==> config.mk <==
export PLATFORM = sky130hd
export DESIGN_NAME = program_counter_ras
export DESIGN_NICKNAME = d
export VERILOG_FILES = /design/src/rtl/program_counter_ras.sv
export SDC_FILE = /design/constraint.sdc
export NUM_CORES = 1
export LEC_CHECK = 0
export CAP_MARGIN = 0
export CORE_MARGIN = 4
export CORE_UTILIZATION = 50
export CTS_CLUSTER_SIZE = 16
export DETAILED_ROUTE_END_ITERATION = 12
export PLACE_DENSITY = 0.74
export SLEW_MARGIN = 10
export SYNTH_ARGS = -nofsm -noshare
export SYNTH_HDL_FRONTEND = slang
export SYNTH_SLANG_ARGS = --single-unit
==> constraint.sdc <==
create_clock -name clock -period 3.6 [get_ports clock]
set_input_delay 0.36 -clock clock [delete_from_list [all_inputs] [get_ports clock]]
set_output_delay 0.36 -clock clock [all_outputs]
set_load 0.02 [all_outputs]
==> src/rtl/program_counter_ras.sv <==
// Fetch-stage program counter with a circular return-address stack.
// Event priority on each edge: reset > ret > call > branch > enableJump > pcWrite > hold.
module program_counter_ras #(
  parameter int unsigned             ADDR_WIDTH      = 20,
  parameter int unsigned             RAS_DEPTH       = 4,
  parameter logic [ADDR_WIDTH-1:0]   RESET_VECTOR    = '0,
  parameter int unsigned             STEP            = 1,
  parameter bit                      BRANCH_RELATIVE = 1'b0,
  localparam int unsigned            CntW            = $clog2(RAS_DEPTH + 1)
) (
  input  logic                  clock,
  input  logic                  reset,
  input  logic                  pcWrite,
  input  logic                  branch,
  input  logic                  enableJump,
  input  logic                  call,
  input  logic                  ret,
  input  logic [ADDR_WIDTH-1:0] branchAddress,
  input  logic [ADDR_WIDTH-1:0] jumpAddress,
  output logic [ADDR_WIDTH-1:0] pcOut,
  output logic [CntW-1:0]       rasCount,
  output logic                  rasEmpty,
  output logic                  rasFull,
  output logic                  rasOverflow,
  output logic                  rasUnderflow
);

  localparam int unsigned           PtrW  = $clog2(RAS_DEPTH);
  localparam logic [ADDR_WIDTH-1:0] StepA = ADDR_WIDTH'(STEP);
  localparam logic [CntW-1:0]       CntMax = CntW'(RAS_DEPTH);

  logic [ADDR_WIDTH-1:0] pc_q, pc_d;
  logic [CntW-1:0]       cnt_q, cnt_d;
  logic [PtrW-1:0]       top_q, top_d;
  logic                  ovf_q, ovf_d;
  logic                  unf_q, unf_d;
  logic                  push;
  logic [ADDR_WIDTH-1:0] stack_q [RAS_DEPTH];

  logic [PtrW-1:0]       pop_idx;
  logic [ADDR_WIDTH-1:0] ret_addr;
  logic                  empty, full;

  // top_q addresses the next free slot; when full it is also the oldest entry.
  assign pop_idx  = top_q - PtrW'(1);
  assign ret_addr = pc_q + StepA;
  assign empty    = (cnt_q == '0);
  assign full     = (cnt_q == CntMax);

  always_comb begin
    pc_d  = pc_q;
    cnt_d = cnt_q;
    top_d = top_q;
    ovf_d = ovf_q;
    unf_d = unf_q;
    push  = 1'b0;
    if (ret) begin
      if (!empty) begin
        pc_d  = stack_q[pop_idx];
        cnt_d = cnt_q - CntW'(1);
        top_d = pop_idx;
      end else begin
        unf_d = 1'b1;
      end
    end else if (call) begin
      pc_d  = jumpAddress;
      push  = 1'b1;
      top_d = top_q + PtrW'(1);
      if (full) begin
        ovf_d = 1'b1;
      end else begin
        cnt_d = cnt_q + CntW'(1);
      end
    end else if (branch) begin
      pc_d = BRANCH_RELATIVE ? (pc_q + StepA + branchAddress) : branchAddress;
    end else if (enableJump) begin
      pc_d = jumpAddress;
    end else if (pcWrite) begin
      pc_d = pc_q + StepA;
    end
  end

  always_ff @(posedge clock) begin
    if (reset) begin
      pc_q  <= RESET_VECTOR;
      cnt_q <= '0;
      top_q <= '0;
      ovf_q <= 1'b0;
      unf_q <= 1'b0;
    end else begin
      pc_q  <= pc_d;
      cnt_q <= cnt_d;
      top_q <= top_d;
      ovf_q <= ovf_d;
      unf_q <= unf_d;
    end
  end

  // Stack contents are don't-care after reset, so the array carries no reset.
  always_ff @(posedge clock) begin
    if (!reset && push) begin
      stack_q[top_q] <= ret_addr;
    end
  end

  assign pcOut        = pc_q;
  assign rasCount     = cnt_q;
  assign rasEmpty     = empty;
  assign rasFull      = full;
  assign rasOverflow  = ovf_q;
  assign rasUnderflow = unf_q;

endmodule

==> tab_implementation.tex <==
\begin{tabular}{lr}
\hline
Metric & Value \\
\hline
\multicolumn{2}{l}{\textbf{Power}} \\
\quad Cell Int Power & 2.277 mW \\
\quad Logic gate share of total power & 0.316 \\
\quad Clock group share of total power & 0.217 \\
\quad Switching share of power & 0.3354 \\
\quad Total power draw & 3.426 mW \\
\quad Leak pwr & 2.165 nW \\
\quad Switching Power & 1.149 mW \\
\quad Worst ir drop on vdd & 0.2911 mV \\
\quad Power density over the cells & 533.6 nW/um2 \\
\quad Reg power frac & 0.467 \\
\multicolumn{2}{l}{\textbf{STA}} \\
\quad Headroom to the max-slew limit & 0.5246 \\
\quad Final Skew & 0.01455 ns \\
\quad Hold Violations, Final & 0 \\
\quad Count of final setup violators & 0 \\
\quad Setup repair after global routing missed its margin & no \\
\quad Final total negative setup slack & 0 ns \\
\quad Final Max Tran Viols & 0 \\
\quad Worst-margin pin slew & 0.7131 ns \\
\quad Highest clock rate & 368.9 MHz \\
\quad Worst setup margin & 0.8894 ns \\
\quad Minimum clock period after layout & 2.711 ns \\
\quad Period utilisation layout & 0.7529 \\
\quad WHS & 0.4882 ns \\
\multicolumn{2}{l}{\textbf{Clocking}} \\
\quad Maximum clock insertion buffer count & 2 \\
\quad H-tree depth reported by CTS & 3 \\
\quad TritonCTS buffer count & 9 \\
\quad Cts hold-fix bufs & 0 \\
\quad Reg clk slew, reported paths & 0.11 ns \\
\quad Post-CTS Resized & 0 \\
\quad Source-to-sink clock delay at the later pin of the worst-skew pair & 0.37 ns \\
\quad TritonCTS sink count & 107 \\
\quad Root buffer selected by CTS & clkbuf\_8 \\
\quad Buffer count from post-CTS setup fixing & 0 \\
\quad CTS tree & yes \\
\multicolumn{2}{l}{\textbf{Place}} \\
\quad Post-placement cell area & 6228 um2 \\
\quad Worst setup slack before clock tree synthesis & 0.7648 ns \\
\quad IO buf count & 73 \\
\quad HPWL after DPL & 10.70 mm \\
\quad Global placer's final weighted congestion & 0.9582 \\
\quad Placed insts & 646 \\
\multicolumn{2}{l}{\textbf{Setup path}} \\
\quad Largest delay share family, worst path & simple AND/OR/NAND/NOR gates \\
\quad Startpoint Class & flop \\
\quad Slowest cell on crit path & dfxtp\_1 \\
\quad Critical path's largest stage delay & 0.55 ns \\
\quad Buffers \& Inverters on Critical Path & 0 \\
\quad Ordered cell list for the critical path & ha\_1 > nand3\_1 > or3\_1 > nor3\_1 > nor4\_1 > nor4\_1 \\
\quad Crit Path Max Fanout & 9 \\
\quad WP data required & 3.86 ns \\
\quad Worst Setup End Kind & flop \\
\quad Setup Crit Path Kind & flop to flop \\
\quad Data arrival at the endpoint of the critical path & 2.97 ns \\
\quad Critical Path Most Common Cell & nor4\_1 \\
\multicolumn{2}{l}{\textbf{GRT}} \\
\quad Total overflow reported by the global router & 0 \\
\quad Number of global-route vias before repair & 4126 \\
\quad Overall global routing resource usage & 0.2444 \\
\quad Antenna violations before repair & 0 \\
\quad First-pass GRT wire length & 23.36 mm \\
\quad Pin count of the biggest net entering global routing & 32 \\
\multicolumn{2}{l}{\textbf{Die}} \\
\quad Die width & 110.7 um \\
\quad FP Rows & 37 \\
\quad Area enclosed by the die boundary & 12260 um2 \\
\quad Starting density of the core & 0.5133 \\
\quad Die Ht & 110.7 um \\
\quad Io pins & 74 \\
\quad Area inside the core boundary & 10280 um2 \\
\multicolumn{2}{l}{\textbf{Drt}} \\
\quad DRC viols & 0 \\
\quad Total length of routed wires & 15.09 mm \\
\quad Routed via count divided by cell count & 6.337 \\
\quad DR vias & 4195 \\
\quad Detailed-router iteration count before antenna repair & 7 \\
\quad Final routed wire length divided by cell count & 22.79 um \\
\quad Iteration-0 DRC Markers & 421 \\
\quad Post-route ant nets & 0 \\
\multicolumn{2}{l}{\textbf{Synthesis}} \\
\quad Synth Flop Type & edfxtp\_1 \\
\quad Largest cells by area after synthesis & edfxtp\_1 46\%, dfxtp\_1 10\%, mux4\_2 8.5\% \\
\quad Proportion of register bits with asynchronous set or reset after synthesis & 0 \\
\quad Fraction of the yosys area taken by sequential cells & 0.5579 \\
\quad Synth unique cells & 53 \\
\quad Mean instance size in the synthesized netlist & 11.91 um2 \\
\quad Biggest area consumer among synthesized cells & edfxtp\_1 \\
\quad Yosys warns & 0 \\
\quad Yosys top cell area share & 0.4554 \\
\quad Post-synthesis register bit count & 107 \\
\quad Cells after synthesis & 443 \\
\quad Net count after synthesis & 496 \\
\quad Netlist Area Pre-Place & 5275 um2 \\
\quad Number of synthesized flops with an enable pin & 80 \\
\multicolumn{2}{l}{\textbf{Cells and area}} \\
\quad Ratio of cells with drive above 1 in the final layout & 0.1274 \\
\quad Number of nets in the layout & 574 \\
\quad Area added between synthesis and finish & 21.73\% \\
\quad Post-route cell area & 6421 um2 \\
\quad Non-filler instance count after layout & 662 \\
\quad Antenna diode instance count & 0 \\
\quad Layout filler cell count & 821 \\
\quad Final core occ & 0.6248 \\
\multicolumn{2}{l}{\textbf{Min path}} \\
\quad Hold Crit Class & flop to flop \\
\multicolumn{2}{l}{\textbf{Run status}} \\
\quad Status & finished clean \\
\multicolumn{2}{l}{\textbf{Flow run}} \\
\quad Max-cap violation count & 0 \\
\hline
\end{tabular}
## placed cells by master, fill, tap and decap left out, types with 5 or more instances in the layout
master	count
ha_1	5
clkbuf_8	9
or3_1	5
nand2b_1	7
a221oi_1	7
nor3_1	16
nor2_1	38
a21oi_1	24
edfxtp_1	80
nor2b_1	7
o31ai_1	5
a311oi_1	6
a22oi_1	10
inv_1	14
and2_1	5
xnor2_1	8
buf_4	20
dfxtp_1	27
o21ai_0	25
a211oi_1	8
nand2_1	31
nand3_1	10
clkdlybuf4s50_1	73
mux4_2	20
xor2_1	9
## final timing paths
check,slack (ns),cells after the start,from,endpoint
max reg2reg,0.89,6,pcOut[0],pcOut[14]
min,0.49,2,rasOverflow,rasOverflow
max,0.89,6,pcOut[0],pcOut[14]
min reg2reg,0.49,2,rasOverflow,rasOverflow
## kinds of logic (layout without fill, tap and decap cells)
group,after synthesis,in the layout,share of synthesized area
DFF,107,107,0.5579
adders and majority gates,6,6,0.01565
muxes,20,20,0.08539
xor gates and xnor gates,17,17,0.02823
buffers and inverters,41,124,0.03012
and+or+nand+nor,143,143,0.1430
AOI/OAI and AO/OA,109,109,0.1397
## power groups by stage
stage	Combinational [mW]	Sequential, mW	Clock [mW]
final	1.08	1.60	0.745
after detailed placement	1.08	1.62	0
after global routing	1.16	1.61	0.807
after CTS	1.08	1.60	0.759
after global placement	1.06	1.62	0
after floorplan	0.603	1.65	0
## synthesized netlist by cell type, types with 3 or more instances
| library cell | count |
|---|---|
| o31ai_1 | 5 |
| and2_1 | 5 |
| nor4_1 | 4 |
| a22oi_1 | 10 |
| a31o_2 | 4 |
| or3_1 | 5 |
| nand2b_1 | 7 |
| a21oi_1 | 24 |
| a211oi_1 | 8 |
| mux4_2 | 20 |
| ha_1 | 5 |
| xnor2_1 | 8 |
| xor2_1 | 9 |
| nand3_1 | 10 |
| a311oi_1 | 6 |
| dfxtp_1 | 27 |
| inv_1 | 14 |
| edfxtp_1 | 80 |
| o21ai_0 | 25 |
| a221oi_1 | 7 |
| clkbuf_1 | 21 |
| nand4_1 | 4 |
| nand2_1 | 31 |
| nor2b_1 | 7 |
| nor3_1 | 17 |
| nor2_1 | 38 |
| and3_1 | 3 |
| buf_2 | 4 |
## cell type report
cell class	count	area (um2)	share of cell area
multi-input cells	295	2178	0.3392
repair buffers	93	880.8	0.1372
well taps	136	170.2	0.02650
clock inverters	5	61.31	0.009548
clock buffers	11	131.4	0.02046
flip-flops and latches	107	2943	0.4583
inverters	15	56.30	0.008769
## registers in the layout (all words and copies together), names as in the netlist
register and flops:
rasCount 3, rasUnderflow 1, stack_q 80, pcOut 20, rasOverflow 1, top_q 2
## worst reg2reg max path: stages (launching register included)
cell and delay (ns):
dfxtp_1 0.55, ha_1 0.28, nand3_1 0.35, or3_1 0.51
nor3_1 0.47, nor4_1 0.11, nor4_1 0.33
## per-layer routing
layer / GRT usage / wire length [um]
met5: 0 / 0
met4: 0.06322 / 264
met3: 0.04803 / 1240
met2: 0.3964 / 7347
met1: 0.3401 / 6238
Power figures use the tool's default switching activity.
